==> config.mk <==
export PLATFORM = sky130hd
export DESIGN_NAME = packet_scheduler
export DESIGN_NICKNAME = d
export VERILOG_FILES = /design/src/rtl/packet_scheduler.sv
export SDC_FILE = /design/constraint.sdc
export NUM_CORES = 1
export LEC_CHECK = 0
export BUFFER_PORTS_ARGS = -buffer_cell sky130_fd_sc_hd__buf_4
export CAP_MARGIN = 20
export CORE_ASPECT_RATIO = 0.9
export CORE_MARGIN = 2
export CORE_UTILIZATION = 47
export DETAILED_ROUTE_END_ITERATION = 8
export PLACE_DENSITY = 0.74
export SYNTH_ARGS = -nofsm -noshare
export SYNTH_HDL_FRONTEND = slang
export SYNTH_SLANG_ARGS = --single-unit
==> constraint.sdc <==
create_clock -name clk_pixel -period 1.57 [get_ports clk_pixel]
set_input_delay 0.157 -clock clk_pixel [delete_from_list [all_inputs] [get_ports clk_pixel]]
set_output_delay 0.157 -clock clk_pixel [all_outputs]
set_load 0.01 [all_outputs]
==> src/rtl/packet_scheduler.sv <==
// packet_scheduler
//   Chooses which HDMI data island packet goes into each available packet
//   slot. ACR, AVI InfoFrame and audio InfoFrame requests are held in
//   pending flags. Audio samples are issued whenever the sample FIFO has data.
//   An audio run counter keeps a steady sample stream from starving pending
//   InfoFrames.
//
//   Parameters
//     PACKET_CYCLES  pixel clocks one data island packet occupies
//     MAX_AUDIO_RUN  consecutive audio packets allowed while an InfoFrame waits
//
//   Ports
//     clk_pixel       sole clock, rising edge
//     reset           asynchronous, active-high
//     packet_slot     pulse: a packet slot is available
//     frame_start     pulse: start of video frame (requests AVI + audio InfoFrame)
//     acr_tick        pulse: request an audio clock regeneration packet
//     audio_ready     audio sample FIFO holds at least one sample
//     audio_pop       pulse: consume one FIFO sample (issued with type 0x02)
//     packet_load     pulse: packet_type valid, generators latch payload
//     packet_type     HDMI packet type of the most recent issue
//     acr_overrun     sticky: ACR requested while one was still pending
//     slot_collision  sticky: slot offered while the current packet was busy
//
//   Optional feature (macro PACKET_SCHEDULER_STATS_EN)
//     audio_sent, null_sent  saturating 16-bit counts of issued audio / null packets

module packet_scheduler #(
    parameter int PACKET_CYCLES = 32,
    parameter int MAX_AUDIO_RUN = 4
) (
    input  logic       clk_pixel,
    input  logic       reset,
    input  logic       packet_slot,
    input  logic       frame_start,
    input  logic       acr_tick,
    input  logic       audio_ready,
    output logic       audio_pop,
    output logic       packet_load,
    output logic [7:0] packet_type,
    output logic       acr_overrun,
    output logic       slot_collision
`ifdef PACKET_SCHEDULER_STATS_EN
    ,
    output logic [15:0] audio_sent,
    output logic [15:0] null_sent
`endif
);

    localparam int CNT_W = (PACKET_CYCLES > 1) ? $clog2(PACKET_CYCLES) : 1;
    localparam int RUN_W = (MAX_AUDIO_RUN > 0) ? $clog2(MAX_AUDIO_RUN + 1) : 1;
    localparam logic [CNT_W-1:0] CNT_LOAD = CNT_W'(PACKET_CYCLES - 1);
    localparam logic [RUN_W-1:0] RUN_MAX  = RUN_W'(MAX_AUDIO_RUN);

    typedef enum logic {IDLE, BUSY} state_t;

    typedef enum logic [7:0] {
        PKT_NULL  = 8'h00,
        PKT_ACR   = 8'h01,
        PKT_AUDIO = 8'h02,
        PKT_AVI   = 8'h82,
        PKT_AINFO = 8'h84
    } pkt_t;

    state_t           state, state_next;
    logic [CNT_W-1:0] busy_cnt, cnt_next;
    logic [RUN_W-1:0] audio_run;
    logic             acr_pend, avi_pend, ainfo_pend;

    logic             accept;
    pkt_t             sel;
    logic             acr_clr, avi_clr, ainfo_clr, audio_issue;

    // Slot acceptance, type selection and next state. Everything here reads
    // registered flags only, so a request arriving in the slot cycle waits
    // for the following slot.
    always_comb begin
        accept      = 1'b0;
        sel         = PKT_NULL;
        state_next  = state;
        cnt_next    = busy_cnt;
        acr_clr     = 1'b0;
        avi_clr     = 1'b0;
        ainfo_clr   = 1'b0;
        audio_issue = 1'b0;

        accept = packet_slot && ((state == IDLE) || (busy_cnt == '0));

        // Audio yields to a waiting InfoFrame once the run limit is reached.
        if (acr_pend)
            sel = PKT_ACR;
        else if (audio_ready && !((audio_run == RUN_MAX) && (avi_pend || ainfo_pend)))
            sel = PKT_AUDIO;
        else if (avi_pend)
            sel = PKT_AVI;
        else if (ainfo_pend)
            sel = PKT_AINFO;
        else
            sel = PKT_NULL;

        if (accept) begin
            acr_clr     = (sel == PKT_ACR);
            avi_clr     = (sel == PKT_AVI);
            ainfo_clr   = (sel == PKT_AINFO);
            audio_issue = (sel == PKT_AUDIO);
        end

        if (accept) begin
            state_next = BUSY;
            cnt_next   = CNT_LOAD;
        end else if (state == BUSY) begin
            if (busy_cnt == '0)
                state_next = IDLE;
            else
                cnt_next = busy_cnt - CNT_W'(1);
        end
    end

    always_ff @(posedge clk_pixel or posedge reset) begin
        if (reset) begin
            state    <= IDLE;
            busy_cnt <= '0;
        end else begin
            state    <= state_next;
            busy_cnt <= cnt_next;
        end
    end

    always_ff @(posedge clk_pixel or posedge reset) begin
        if (reset) begin
            packet_load    <= 1'b0;
            audio_pop      <= 1'b0;
            packet_type    <= 8'h00;
            acr_pend       <= 1'b0;
            avi_pend       <= 1'b0;
            ainfo_pend     <= 1'b0;
            audio_run      <= '0;
            acr_overrun    <= 1'b0;
            slot_collision <= 1'b0;
        end else begin
            packet_load <= accept;
            audio_pop   <= audio_issue;
            if (accept)
                packet_type <= sel;

            // A request pulse coinciding with the clear keeps the flag set.
            acr_pend   <= acr_tick    | (acr_pend   & ~acr_clr);
            avi_pend   <= frame_start | (avi_pend   & ~avi_clr);
            ainfo_pend <= frame_start | (ainfo_pend & ~ainfo_clr);

            // Saturates at the limit so the comparison against RUN_MAX holds
            // for any run length.
            if (accept) begin
                if (audio_issue) begin
                    if (audio_run != RUN_MAX)
                        audio_run <= audio_run + RUN_W'(1);
                end else begin
                    audio_run <= '0;
                end
            end

            if (acr_tick && acr_pend && !acr_clr)
                acr_overrun <= 1'b1;
            if (packet_slot && !accept)
                slot_collision <= 1'b1;
        end
    end

`ifdef PACKET_SCHEDULER_STATS_EN
    always_ff @(posedge clk_pixel or posedge reset) begin
        if (reset) begin
            audio_sent <= '0;
            null_sent  <= '0;
        end else begin
            if (audio_issue && (audio_sent != '1))
                audio_sent <= audio_sent + 16'd1;
            if (accept && (sel == PKT_NULL) && (null_sent != '1))
                null_sent <= null_sent + 16'd1;
        end
    end
`endif

endmodule

======== Word level (Yosys, flattened, before mapping) ========
Index checks and enable logic that the tools add are counted.
W data, S select, Z words.
operators by class
  add/subtract/negate cells ............... 2
  bitwise logic cells ..................... 10
  reduce and logical (&&, ||, !) cells .... 15
  multiplexer cells ....................... 16
  equality and inequality tests ........... 8
operators by type and width
  cell                   count
  $mux W8                4
  $eq A8 B8 Y1 const B   2
  $mux W5                3
  $eq A8 B1 Y1 const B   1
  $eq A8 B2 Y1 const B   1
  $mux W1                7
  $logic_and A1 B1 Y1    6
  $mux W3                2
  $logic_not A5 Y1       1
  $sub A5 B1 Y5 const B  1
  $not A1 Y1             4
  $reduce_and A2 Y1      2
  $add A3 B1 Y3 const B  1
  $and A1 B1 Y1          3
  $eq A3 B3 Y1 const B   1
  $logic_not A1 Y1       3
  $ne A3 B3 Y1 const B   1
  $or A1 B1 Y1           3
  $logic_or A1 B1 Y1     2
  $ne A2 B1 Y1 const B   1
  $ne A2 B2 Y1 const B   1
  $reduce_bool A2 Y1     1
word-level totals
  output and inout port bits .............. 12
  register bits ........................... 24

======== Logic depth before layout (Yosys ltp) ========
  depth after elaboration ................. 11
  mapped depth ............................ 8
  mapped depth without buffers ............ 7

======== Worst setup path after synthesis ========
OpenSTA, ideal clock, no wires.
  path type ............................... register to register
  from .................................... register busy_cnt[0]
  to ...................................... register avi_pend
  buffers on the path ..................... 1
  library setup time ...................... 0.118 ns
  stages on the path, launching flop included .. 9
  setup slack ............................. 0.012 ns
  arrival time ............................ 1.440 ns
  path through ............................ dfrtp_1 > inv_1 > ha_1 > nor4b_4 > o21ai_4 > inv_2 > buf_6 > nand2_2 > a21o_1
between the ends
  word-level cells in the longest chain between the ends .. 7
RTL lines
  what                    RTL line  source
  from (decl)             66        logic [CNT_W-1:0] busy_cnt, cnt_next;
  from (signal assigned)  125       busy_cnt <= cnt_next;
  $logic_not A5 Y1        87        accept = packet_slot && ((state == IDLE) || (busy_cnt == '0));
  $logic_or A1 B1 Y1      87
  $logic_and A1 B1 Y1     87
  net accept              70        logic accept;
  $mux W1                 101       if (accept) begin
  $not A1 Y1              148       avi_pend <= frame_start | (avi_pend & ~avi_clr);
  $and A1 B1 Y1           148
  $or A1 B1 Y1            148
  to (signal assigned)    148
  to (decl)               68        logic acr_pend, avi_pend, ainfo_pend;
The timed path passes the listed nets, and every way through them passes these cells.
A chain may end at the register's enable or synchronous reset.

======== Final worst setup path ========
  from .................................... register busy_cnt[1]
  to ...................................... register audio_run[1]
between the ends
  word-level cells in the longest chain between the ends .. 6
  elaborated cells on any way between the ends .. 7
RTL lines
  what                         RTL line  source
  $logic_not A5 Y1 (*)         87
  $logic_or A1 B1 Y1 (*)       87
  $logic_and A1 B1 Y1 (*)      87
  $mux W1                      101
  $ne A2 B1 Y1 (no line)       --
  $reduce_and A2 Y1 (no line)  --
  to (signal assigned)         156       audio_run <= audio_run + RUN_W'(1);
  to (decl)                    67        logic [RUN_W-1:0] audio_run;
Mark *: on every way between the ends. The rest lies on a longest branch, timed or not.

==> flow_metrics.tcl <==
set metrics [dict create \
    antenna_found_initial 0 \
    clockBufferDepth 2 \
    dr.pass1.iters 4 \
    ant_nets 0 \
    crit_family "flip-flops" \
    final_max_slew_viol_count 0 \
    crit_chain "inv_2 -> ha_4 -> nor4b_4 -> o21ai_4 -> inv_4 -> a21oi_2 -> a41o_2" \
    synth.area.top_cells "dfrtp_1, a21oi_1, ha_1" \
    start_util_pct 49.97 \
    detail_route.wirelength_um 1972 \
    grt_pass1_wl_um 2835 \
    htreeDepth 1 \
    cts_buffers 3 \
    io_pins 18 \
    reg2reg_setup_slack_ns 0.02 \
    swShare_pct 34.20 \
    critPathCaptureType "register" \
    pwr-share-clk_pct 18.0 \
    grt_max_degree 21 \
    synth_top_area_share_pct 51.81 \
    fin_util_pct 65.83 \
    slowest_delay_ns 0.41 \
    p_switching_uw 575.7 \
    ys_warn_count 0 \
    synth_top_cell_by_area "dfrtp_1" \
    path_max_fanout 8 \
    ys.flop_type "dfrtp_1" \
    core_area_um2 1933 \
    die_w_um 51.79 \
    drtIter0Drc 7 \
    multiInputGateArea_um2 466.7 \
    setup_viol 0 \
    final-seq-area_um2 500.5 \
    fin_crit_sh_pct 98.62 \
    fmax_mhz 645.8 \
    tritoncts_num_sinks 20 \
    cp_num_buf_inv 2 \
    maxCapViolCount 0 \
    crit_path_start_kind "register" \
    status "finished clean" \
    grt_pass1_vias 651 \
    fin_crit_ns 1.548 \
    drive_above_1_share_pct 38.52 \
    fill_cells 139 \
    syn_area_per_cell_um2 10.28 \
    cts_tree "done" \
    row_count 15 \
    finalHoldViolCount 0 \
    arrival_ns 1.75 \
    power.share.combinational_pct 38.0 \
    grt_setup_unrepaired "true" \
    clk_latency_ns 0.31 \
    ys_seq_area_share_pct 51.81 \
    vias 751 \
    syn_inst 94 \
    wl_per_cell_um 13.41 \
    via_per_inst 5.109 \
    slowest_stage "dfrtp_1" \
    power_density_nw_per_um2 1323 \
    fin_total_pwr_uw 1683 \
    gp_congestion 0.8172 \
    finalClockSkew_ns 0.006896 \
    holdWs_ns 0.04180 \
    syn_area_um2 965.9 \
    drc 0 \
    dieArea_um2 2434 \
    dp_hpwl_um 1288 \
    power.internal_uw 1108 \
    area_growth_syn_to_layout_pct 31.74 \
    ir_drop_mv 0.8488 \
    fp.dieH_um 47.01 \
    portBuffers 13 \
    crit_required_ns 1.78 \
    grt_usage_pct 16.77 \
    synth_edf_count 0 \
    ys_async_sr_fraction_pct 100.0 \
    p_seq_share_pct 44.1 \
    synth_seq_cells 20 \
    synth_cell_types 30 \
    power_leakage_uw 0.0005818 \
    cts_root_buf "clkbuf_4" \
    synth_most_common_cell "dfrtp_1" \
    nets 133 \
    diodes 0 \
    hp-class "in -> reg" \
    gr-total-overflow 0 \
    cts.reportedPaths.clkPinSlew_ns 0.11 \
    yosys-top-cells-count "dfrtp_1, a21oi_1, nand2_1" \
    worstSetupPathType "reg -> reg" \
]
==> final timing paths <==
check                                           startpoint                          to  cells after the start
worst max-delay path               busy_cnt[1]$_DFFE_PP0P_    audio_run[1]$_DFFE_PP0P_                      7
worst min-delay path                           frame_start          avi_pend$_DFF_PP0_                      2
worst max register to register     busy_cnt[1]$_DFFE_PP0P_    audio_run[1]$_DFFE_PP0P_                      7
worst min register to register  slot_collision$_DFFE_PP0P_  slot_collision$_DFFE_PP0P_                      1
max in group asynchronous                            reset  slot_collision$_DFFE_PP0P_                      4
min in group asynchronous                            reset    audio_run[0]$_DFFE_PP0P_                      4
==> routing by layer <==
layer	wire [um]	global-route usage, %	up-vias
met5	0	0	-
met4	57	12.63	0
met3	83	3.185	7
met2	904	25.38	22
met1	926	21.95	349
li1	-	-	373
==> cell families after synthesis <==
family	after synthesis	share of synthesized area, %
compound gates	27	18.91
flops	20	51.81
buf+inv	13	7.384
simple gates	28	15.42
fa+ha+maj	4	5.182
other cells	1	0.3882
xor+xnor	1	0.9069
==> area by class of cell <==
| cell class | instances | share of cell area [%] |
|---|---|---|
| repair buffers | 26 | 16.13 |
| inverters | 8 | 2.557 |
| flip-flops and latches | 20 | 39.33 |
| well taps | 25 | 2.458 |
| clock buffers | 4 | 2.852 |
| multi-input cells | 64 | 36.68 |
==> cell usage in the layout (no fill, tap or decap), types with 2 or more instances in the layout <==
cell type  count
a21o_1         2
a21oi_2        3
nand2_1       10
nand4_1        2
a31oi_1        4
clkbuf_4       3
buf_6          2
inv_2          2
buf_4         23
ha_1           3
a21oi_1        7
conb_1         4
o21ai_0        2
inv_1          5
nor2_1         7
dfrtp_1       20
==> worst register-to-register path: cells and delay by family, from the launching register on <==
family	cells	cell delay (ns)
AO/OA/AOI/OAI	3	0.41
adder cells (fa/ha/maj)	1	0.14
buffers and inverters	2	0.21
flip-flops	1	0.41
AND/OR/NAND/NOR	1	0.29
==> power groups by stage <==
stage / registers, uW / logic [uW] / clock network, uW
2_1_floorplan: 731 / 324 / 0
3_3_place_gp: 733 / 458 / 0
3_5_place_dp: 740 / 477 / 0
4_1_cts: 726 / 527 / 310
5_1_grt: 757 / 713 / 331
6_report: 742 / 639 / 303
==> through the flow <==
step	setup slack, ns	setup TNS, ns	std cells	area (um^2)
final	0.02162	0	147	1272
after global routing	-0.09275	-0.5947	147	1272
after CTS	-0.006041	-0.006041	143	1177
after detailed placement	-0.001938	-0.001938	136	1110
after global placement	0.04311	0	136	1110
after floorplan	0.01160	0	97	977.2
==> flip-flops by register name (all words and copies together), names as in the netlist <==
register / cells
audio_run: 3
audio_pop: 1
avi_pend: 1
slot_collision: 1
ainfo_pend: 1
acr_pend: 1
acr_overrun: 1
packet_load: 1
packet_type: 4
state: 1
busy_cnt: 5
==> what timing repair did <==
item,CTS,global route
buffers inserted,2,4
endpoints found under the setup margin,3,14
resized for setup,2,15
pin swaps,1,7
endpoints found under the hold margin,20,0
hold buffers,1,0
No activity file was read; power rests on OpenSTA's default activity.
